<file path="src/rtl/mem_port_arbiter.sv">
`default_nettype none
// ============================================================================
//  Module   : mem_port_arbiter
//  Purpose  : Shares one single-ported instruction/data memory between the
//             fetch (IF) and memory (DM) stages of the core. The arbiter
//             latches one request, holds it for WAIT_STATES extra cycles,
//             and then returns registered read data with a one-cycle ready
//             pulse. DM wins conflicts. A starvation counter forces an IF
//             grant after STARVE_LIMIT consecutive IF losses.
//  Options  : define MEM_ARB_PERF_EN to build the grant/conflict counters.
//             Without it, the perf_* ports are tied to zero.
//  Revision : 1.0 - initial release
// ============================================================================
module mem_port_arbiter #(
    parameter int ADDR_W       = 32,
    parameter int DATA_W       = 32,
    parameter int WAIT_STATES  = 2,
    parameter int STARVE_LIMIT = 4
) (
    input  logic              clk,
    input  logic              reset,
    input  logic              if_req,
    input  logic [ADDR_W-1:0] if_addr,
    output logic [DATA_W-1:0] if_rdata,
    output logic              if_ready,
    input  logic              dm_req,
    input  logic              dm_we,
    input  logic [ADDR_W-1:0] dm_addr,
    input  logic [DATA_W-1:0] dm_wdata,
    output logic [DATA_W-1:0] dm_rdata,
    output logic              dm_ready,
    output logic              mem_en,
    output logic              mem_we,
    output logic [ADDR_W-1:0] mem_addr,
    output logic [DATA_W-1:0] mem_wdata,
    input  logic [DATA_W-1:0] mem_rdata,
    output logic              busy,
    output logic [31:0]       perf_if_grants,
    output logic [31:0]       perf_dm_grants,
    output logic [31:0]       perf_conflicts
);

    localparam logic [1:0] c_S_IDLE   = 2'd0;
    localparam logic [1:0] c_S_ACCESS = 2'd1;
    localparam logic [1:0] c_S_RESP   = 2'd2;

    localparam logic [3:0] c_WAIT_INIT  = 4'(WAIT_STATES);
    localparam logic [3:0] c_STARVE_MAX = 4'(STARVE_LIMIT);

    logic [1:0]        r_state;
    logic [3:0]        r_wait_cnt;
    logic [3:0]        r_starve_cnt;
    logic              r_owner_dm;
    logic              r_we;
    logic [ADDR_W-1:0] r_addr;
    logic [DATA_W-1:0] r_wdata;
    logic [DATA_W-1:0] r_if_rdata;
    logic [DATA_W-1:0] r_dm_rdata;
    logic              r_if_ready;
    logic              r_dm_ready;

    logic w_grant_if;
    logic w_grant_dm;

    // Arbitration: DM wins unless fetch has already lost STARVE_LIMIT times in a row
    always_comb begin
        w_grant_if = if_req && (!dm_req || (r_starve_cnt == c_STARVE_MAX));
        w_grant_dm = dm_req && !w_grant_if;
    end

    // Single FSM: the grant latches the request, ACCESS counts down the wait states, and RESP pulses ready
    always_ff @(posedge clk or negedge reset) begin
        if (!reset) begin
            r_state      <= c_S_IDLE;
            r_wait_cnt   <= '0;
            r_starve_cnt <= '0;
            r_owner_dm   <= 1'b0;
            r_we         <= 1'b0;
            r_addr       <= '0;
            r_wdata      <= '0;
            r_if_rdata   <= '0;
            r_dm_rdata   <= '0;
            r_if_ready   <= 1'b0;
            r_dm_ready   <= 1'b0;
        end else begin
            r_if_ready <= 1'b0;
            r_dm_ready <= 1'b0;
            case (r_state)
                c_S_IDLE: begin
                    if (w_grant_if || w_grant_dm) begin
                        r_owner_dm <= w_grant_dm;
                        r_addr     <= w_grant_dm ? dm_addr : if_addr;
                        // Fetch never writes, so its grant leaves the store data as it was
                        if (w_grant_dm) begin
                            r_wdata <= dm_wdata;
                        end
                        r_we       <= w_grant_dm && dm_we;
                        r_wait_cnt <= c_WAIT_INIT;
                        r_state    <= c_S_ACCESS;
                        if (w_grant_if) begin
                            r_starve_cnt <= '0;
                        end else if (if_req && (r_starve_cnt != c_STARVE_MAX)) begin
                            r_starve_cnt <= r_starve_cnt + 4'd1;
                        end
                    end
                end
                c_S_ACCESS: begin
                    if (r_wait_cnt == 4'd0) begin
                        if (!r_we) begin
                            if (r_owner_dm) begin
                                r_dm_rdata <= mem_rdata;
                            end else begin
                                r_if_rdata <= mem_rdata;
                            end
                        end
                        r_if_ready <= !r_owner_dm;
                        r_dm_ready <= r_owner_dm;
                        r_state    <= c_S_RESP;
                    end else begin
                        r_wait_cnt <= r_wait_cnt - 4'd1;
                    end
                end
                c_S_RESP: begin
                    r_state <= c_S_IDLE;
                end
                default: begin
                    r_state <= c_S_IDLE;
                end
            endcase
        end
    end

    // Strobes decode straight from the state register, so an async reset kills an in-flight write at once
    always_comb begin
        mem_en = (r_state == c_S_ACCESS);
        mem_we = (r_state == c_S_ACCESS) && r_we;
        busy   = (r_state != c_S_IDLE);
    end

    assign mem_addr  = r_addr;
    assign mem_wdata = r_wdata;
    assign if_rdata  = r_if_rdata;
    assign dm_rdata  = r_dm_rdata;
    assign if_ready  = r_if_ready;
    assign dm_ready  = r_dm_ready;

`ifdef MEM_ARB_PERF_EN
    logic [31:0] r_perf_if;
    logic [31:0] r_perf_dm;
    logic [31:0] r_perf_conf;

    // Wrapping grant and conflict counters, sampled only on IDLE arbitration edges
    always_ff @(posedge clk or negedge reset) begin
        if (!reset) begin
            r_perf_if   <= '0;
            r_perf_dm   <= '0;
            r_perf_conf <= '0;
        end else if (r_state == c_S_IDLE) begin
            if (w_grant_if) begin
                r_perf_if <= r_perf_if + 32'd1;
            end
            if (w_grant_dm) begin
                r_perf_dm <= r_perf_dm + 32'd1;
            end
            if (if_req && dm_req) begin
                r_perf_conf <= r_perf_conf + 32'd1;
            end
        end
    end

    assign perf_if_grants = r_perf_if;
    assign perf_dm_grants = r_perf_dm;
    assign perf_conflicts = r_perf_conf;
`else
    assign perf_if_grants = '0;
    assign perf_dm_grants = '0;
    assign perf_conflicts = '0;
`endif

endmodule
`default_nettype wire
</file>
<file path="config.mk">
export PLATFORM = sky130hd
export DESIGN_NAME = mem_port_arbiter
export DESIGN_NICKNAME = d
export VERILOG_FILES = /design/src/rtl/mem_port_arbiter.sv
export SDC_FILE = /design/constraint.sdc
export NUM_CORES = 1
export LEC_CHECK = 0
export CORE_AREA = 2 2 142 144
export CTS_CLUSTER_SIZE = 12
export DETAILED_ROUTE_END_ITERATION = 8
export DIE_AREA = 0 0 144 146
export PLACE_DENSITY = 0.82
export SYNTH_ARGS = -nofsm -noshare
export SYNTH_HDL_FRONTEND = slang
export SYNTH_SLANG_ARGS = --single-unit
</file>
<file path="constraint.sdc">
create_clock -name clk -period 2.35 [get_ports clk]
set_input_delay 0.235 -clock clk [delete_from_list [all_inputs] [get_ports clk]]
set_output_delay 0.235 -clock clk [all_outputs]
set_load 0.1 [all_outputs]
</file>
Word-level counts from Yosys, hierarchy flattened
Cells that the tools add are included.
Cells by class
  add/sub/neg operators: 2
  equality and inequality tests: 6
  mux-type cells: 13
  bitwise logic cells: 2
  reduce and logical (&&, ||, !) cells: 22
Operator list (count)
  32-bit two-way mux: 1
  4-bit two-way mux: 4
  3-bit AND reduction: 3
  4-bit one-hot mux with 2 select lines: 1
  4-bit AND reduction: 2
  2-bit nonzero test: 3
  1-bit logical AND: 5
  4-bit by 1-bit adder with 4-bit output, second input constant: 1
  4-bit by 3-bit equality test with 1-bit output, second input constant: 1
  4-bit zero test: 1
  1-bit two-way mux: 4
  2-bit two-way mux: 2
  2-bit != test, second input constant: 2
  4-bit by 3-bit != test with 1-bit output, second input constant: 1
  2-bit one-hot mux with 2 select lines: 1
  2-bit AND reduction: 2
  4-bit by 1-bit subtractor with 4-bit output, second input constant: 1
  1-bit zero test: 3
  2-bit by 1-bit equality test with 1-bit output, second input constant: 1
  2-bit zero test: 1
  1-bit logical OR: 2
  2-bit by 1-bit != test with 1-bit output, second input constant: 1
  1-bit inverter: 2
Word-level totals
  bits in registers: 142
  output and inout port bits: 229
  logic and storage cells: 56

Logic depth before layout (Yosys ltp)
Gate-level depths: netlist (run 1).
  word-level depth: 8
  mapped depth: 8
  mapped depth without buffers: 5

Worst setup path after synthesis (run 1)
OpenSTA, ideal clock, no wires.
  path kind: register -> register
  start: register r_wait_cnt[0]
  end: register r_if_rdata[10], in the netlist if_rdata[10]
  data arrival time: 2051 ps
  data required time: 2225 ps
  setup slack: 174 ps
  cell stages (with the launch flop): 9
  buffers on the path: 3
  period minus slack after synthesis: 2176 ps
  cell sequence: dfrtp_1 -> inv_1 -> ha_1 -> or3b_1 -> buf_2 -> or4_1 -> buf_6 -> buf_12 -> mux2_4
On the way
  word-level cells in the longest chain between the ends: 2
RTL lines
  start: declaration: RTL line 51  | logic [3:0] r_wait_cnt;
  start signal: assignment: RTL line 98  | r_wait_cnt <= c_WAIT_INIT;
  start signal: assignment: RTL line 120  | r_wait_cnt <= r_wait_cnt - 4'd1;
  4-bit zero test: RTL line 108  | if (r_wait_cnt == 4'd0) begin
  4-bit AND reduction (no source line)
  end signal: assignment: RTL line 113  | r_if_rdata <= mem_rdata;
  end: declaration: RTL line 57  | logic [DATA_W-1:0] r_if_rdata;
No other way between the ends.
A chain may end at the register's enable or synchronous reset.

Worst setup path after layout (run 1)
  start: register r_state[0]
  end: output port busy
On the way
  word-level cells in the longest chain between the ends: 1
RTL lines
  start: declaration: RTL line 50  | logic [1:0] r_state;
  start signal: assignment: RTL line 74  | r_state <= c_S_IDLE;
  start signal: assignment: RTL line 99  | r_state <= c_S_ACCESS;
  start signal: assignment: RTL line 118  | r_state <= c_S_RESP;
  2-bit nonzero test: RTL line 137  | busy = (r_state != c_S_IDLE);
  end: declaration: RTL line 37  | output logic busy,
No other way between the ends.

==> qor.txt, run 1 <==
outcome: completed
fin crit share: 94.3%
Post-synth EDFFs: 0
First-pass DRT Iterations: 4
Worst path slowest cell: dfrtp_1
Die Span X: 144 um
WP data required: 2120 ps
Synth Area in XOR/XNOR: 0%
Max Clk Rate: 0.451 GHz
mux contribution to synthesized area: 17.9%
final net count: 957
Post-CTS Setup Repair Bufs: 0
vias in the first global route: 5062
area share of and/or/nand/nor cells after synthesis: 8.04%
first-pass GRT wire length: 26.7 mm
main flop type after synthesis: dfrtp_1
Synth Area in Compound Gates: 7.18%
core box area: 0.0193 mm^2
fin. max-slew vios: 0
worst path cell trace: nor2_4, clkinv_1, buf_4, buf_12
final WL: 17.6 mm
fillers: 1700
crit-path max FO: 33
Layout area overhead: 42.7%
maxcap violations: 0
multi-input logic area: 0.00267 mm^2
Initial Util: 35.2%
Arr. time, crit path: 1980 ps
Mapped Cells: 561
final hold violation count: 0
Tot GR Track Use: 16.3%
H-tree depth: 4
Crit path max-delay family: buffers and inverters
library cells used by synthesis: 38
layout cells sized above 1: 34.1%
via count: 5143
RSZ-0062 raised after global routing: no
PortBufs: 265
Post-DP HPWL: 12.8 mm
Crit Path Class: register to output port
number of diodes: 0
clk buf depth: 2
#FFs+latches synth: 142
largest net degree at the start of global routing: 69
die area: 0.0210 mm^2
Max stage delay on crit path: 420 ps
RD Place Congestion: 0.827
Worst-Skew Late Latency: 420 ps
via density per instance: 4.68
Worst setup SP type: register
drt drc: 0
# rows: 51
DR iter-0 viols: 219
initial antenna violation count: 0
register area share after synthesis: 52.3%
CP endpoint kind: output port
Final Critical Period: 2220 ps
most frequent cells in the layout: dfrtp_1, buf_4, clkdlybuf4s50_1, conb_1, mux2_2
Post-Syn Area: 0.00680 mm^2
async set-reset flop share out of synthesis: 100%
Die Y: 146 um
Worst slew margin: 53.7%
Post-Synth Adder-Cell Area: 0.552%
Avg WL per Cell: 16.0 um
Final ANT Viol Nets: 0
hold crit path type: input pin to asynchronous set/reset pin
Root Driver: clkbuf_16
clk slew on worst S/H paths: 70 ps
storage element area: 0.00355 mm^2
CP bufs+invs: 3
Synth Area per Inst: 12.1 um^2
final setup fails: 0
Worst-Margin Slew: 695 ps
overflow left after global routing: 0
num ports: 362
skew final: 12.1 ps
setup tns final: 0 ps
largest family of logic cells by synthesized area: multiplexers
total CTS buffers: 17
clock sinks: 142
CTS tree: done
Synth Warn #: 0
## flip-flops by register name, indices dropped and copies added, names as in the netlist
| name | cells |
|---|---|
| dm_rdata | 32 |
| if_rdata | 32 |
| mem_addr | 32 |
| mem_wdata | 32 |
| r_starve_cnt | 4 |
| r_wait_cnt | 4 |
| r_state | 2 |
| dm_ready | 1 |
| if_ready | 1 |
| r_owner_dm | 1 |
| r_we | 1 |
## cell families after synthesis
group	Yosys count
simple gates	96
compound gates	78
fa+ha+maj	3
mux	98
other cells	1
flops	142
buf+inv	143
## area by class of cell
type	count	share of cell area, %
Clock inverter	14	1.55
Timing Repair Buffer	282	26.2
Multi-Input combinational cell	371	27.5
Inverter	7	0.271
Sequential cell	142	36.6
Clock buffer	18	4.42
Tap cell	265	3.42
## metrics by stage
step                      instance area, um^2  hold slack (ps)  worst slack [ps]  utilization (%)  instances
final                                    9700              360               134             50.2       1099
after CTS                                9670              374              66.3             50.0       1098
after detailed placement                 9080              277              86.0             47.0       1065
after global routing                     9700              384              12.6             50.2       1099
after global placement                   9080              275               139             47.0       1065
after floorplan                          7150            -60.6               174                -        656
## repair_timing
action	4_1_cts	5_1_grt
hold buffers	1	0
endpoints found under the setup margin	0	31
endpoints found under the hold margin	65	0
gates resized for setup	0	1
## routing by layer
layer | global-route usage (%) | wire length [um] | share of wire, %
met1 | 18.6 | 6680 | 38
met2 | 28.5 | 9170 | 52
met3 | 5.03 | 1470 | 8.3
met4 | 5.54 | 314 | 1.8
met5 | 0 | 0 | 0
## cell usage after synthesis (2+ instances only)
cell      instances  share of area, %
and2_1            2              0.18
nand4_1          33               3.0
buf_4            96                11
mux2i_1           2              0.29
nand2b_1          4              0.37
inv_1             5              0.28
o22ai_1           3              0.28
ha_1              3              0.55
clkbuf_1         34               1.9
o21ai_0          39               2.9
mux2_4           30               6.6
mux2_2           66                11
o211ai_1         32               3.5
nand4b_1          2              0.26
dfrtp_1         142                52
nand3_1          38               2.8
nor2_1            3              0.17
nor3_1            2              0.15
nand2_1           4              0.22
buf_12            3              0.88
## path summary, 6_finish.rpt
path	startpoint	end	slack, ps	depth (start not counted)
worst min register to register	r_wait_cnt[3]	r_wait_cnt[3]	500	1
worst min-delay path	reset	dm_rdata[30]	360	2
max in group asynchronous	reset	mem_wdata[9]	1270	3
min in group clk	if_addr[2]	mem_addr[2]	390	3
worst max-delay path	r_state[0]	busy	130	4
worst max register to register	r_wait_cnt[0]	if_rdata[5]	200	6
Power of run 1 is left out: the tool's default activity adds up to more than one toggle a clock period on the data nets, which glitch-free logic cannot reach.
==> run 2, diff against run 1 <==
Settings changed: SLEW_MARGIN set to 20.
==> results of run 2 <==
No change in the layout: final DEF, timing and power equal those of run 1.
Power of run 2 is left out for the same reason.
==> run 3, diff against run 2 <==
Settings changed: CTS_CLUSTER_DIAMETER set to 30, TNS_END_PERCENT set to 50.
==> results of run 3 <==
No change in the layout: final DEF, timing and power equal those of run 1.
Power of run 3 is left out for the same reason.
==> patch (settings of run 2) <==
Build with the macro `MEM_ARB_PERF_EN` defined.
--- a/src/rtl/mem_port_arbiter.sv
+++ b/src/rtl/mem_port_arbiter.sv
@@ -11,6 +11,8 @@
 //             Without it, the perf_* ports are tied to zero.
 //  Revision : 1.0 - initial release
 // ============================================================================
+`define MEM_ARB_PERF_EN
+
 module mem_port_arbiter #(
     parameter int ADDR_W       = 32,
     parameter int DATA_W       = 32,
Behaviour: not the same (a bounded check fails within 4 cycles, from zero or initial values and one cycle with reset low).
==> patch against run 2 <==
  * Sequential share of layout area is 5.1 points higher
  * Global-route usage is 9.0 points higher
  * Final area is 47% higher
  * Synthesized area is 48% higher
  * Via count is 49% higher
  * Routed wire length is 51% higher
  * First-iteration DRC count is 76% higher
  * Sequential cell count is 96 higher
  * Maximum frequency is 5.2% higher
  * Setup slack better by 110 ps
  * Largest cell class unchanged
Power is left out: the tool's default activity adds up to more than one toggle a clock period on the data nets, which glitch-free logic cannot reach.
==> patch: results (changes against run 2) <==
status=finished clean; WL/cell=17.69 um (+10%); GPL Wtd Cong=0.8226 (-0.58%); Syn Inst Count=855 (+52%); Clk pin slew, worst setup/hold paths=around 60 ps; number of global-route vias before repair=7,808 (+54%); synth top area cells=dfrtp_1, mux2_2, nand2_1; largest net degree at the start of global routing=77 (+12%); I/O Buffers=361 (+36%); GRT Overall Usage=0.2526 (+0.09005); CTS H-Tree Depth=1 (-3); Async SR Flop Fraction=1.000 (unchanged); WP data arrival=2490 ps (+510 ps); DR pass1 iterations=4 (unchanged); Cells after DPL=1,469 (+38%); number of post-CTS setup repair buffers=0 (unchanged); clock buffer depth=3 (+1); Fin Clk Skew=11.44 ps (-0.6729 ps); YS warnings=0 (unchanged); Final Routed Wirelength=26,690 um (+51%); pre-CTS setup slack=175.8 ps (+89.75 ps); critical path's top delay family=simple AND/OR/NAND/NOR gates; register area share after synthesis=0.5933 (+0.07056); Worst Tran Pin Value=466.0 ps (-228.6 ps); max-slew violation count=0 (unchanged); HPWL Detailed=20,030 um (+57%); DP Area=13,530 sq um (+49%); Crit path largest cell delay=380 ps (-40 ps); Crit-path slowest cell=dfrtp_1; crit-path max FO=32 (-3.0%); Distinct cells, synth=47 (+24%); clk_lat worst skew=510 ps (+90 ps); Net count, final=1,372 (+43%); Syn Nets=about 1,000; Root Buffer=clkbuf_16; cts bufs inserted=25 (+8); commonest cells in the synthesized netlist=dfrtp_1, nand2_1, xnor2_1, mux2_2, o21ai_0; hold crit path type=input pin to async pin; share of cells above drive strength 1=0.3039 (-0.03667); DR vias/cell=5.093 (+8.8%); global-route wire length before repair=42,060 um (+58%); initial antenna violation count=0 (unchanged); Iteration-0 DRC Markers=386 (+76%); Antenna diodes=0 (unchanged)
[patch: cell count changes after synthesis, moves of 23 or more]
cell,before,now
xor2_1,0,23
buf_4,96,2
mux2i_1,2,32
dfrtp_1,142,238
o211ai_1,32,0
mux2_4,30,0
xnor2_1,0,72
nand2_1,4,184
[patch: routing by layer]
metal / up-vias / GRT usage / share of wire
met1: 3723 / 0.3007 / 0.38
met2: 276 / 0.4433 / 0.50
met3: 42 / 0.07897 / 0.092
met4: 0 / 0.06373 / 0.025
met5: - / 0 / 0
li1: 3645 / - / -
[patch: path summary, 6_finish.rpt]
kind / start / end / slack [ps] / cells after the start
hold reg to reg: mem_wdata[11] / mem_wdata[11] / 470 / 2
min in group clk: dm_wdata[8] / mem_wdata[8] / 250 / 3
max in group asynchronous: reset / perf_dm_grants[3] / 1550 / 3
setup / recovery: r_wait_cnt[0] / if_rdata[4] / 240 / 7
setup reg to reg: r_wait_cnt[0] / if_rdata[4] / 240 / 7
hold / removal: reset / perf_if_grants[21] / 140 / 2
[patch: cells by family after synthesis]
family | after synthesis | synth area share
multiplexers | 97 | 0.1048
AO/OA/AOI/OAI | 44 | 0.02368
flip-flops | 238 | 0.5933
AND/OR/NAND/NOR | 335 | 0.1691
buffers and inverters | 39 | 0.01745
adder cells (fa/ha/maj) | 7 | 0.008725
XOR/XNOR | 95 | 0.08289
[patch: repair_timing]
| item | CTS | global route |
|---|---|---|
| hold buffers | 1 | 0 |
| endpoints found under the hold margin | 238 | 0 |
| gates resized for setup | 0 | 0 |
[patch: layout make-up]
class	instances	area [sq um]
multi-input cells	578	3935
flip-flops and latches	238	5972
well taps	265	331.6
repair buffers	377	3256
clock inverters	3	40.04
inverters	12	45.04
clock buffers	36	716.9
fillers	1370	5039
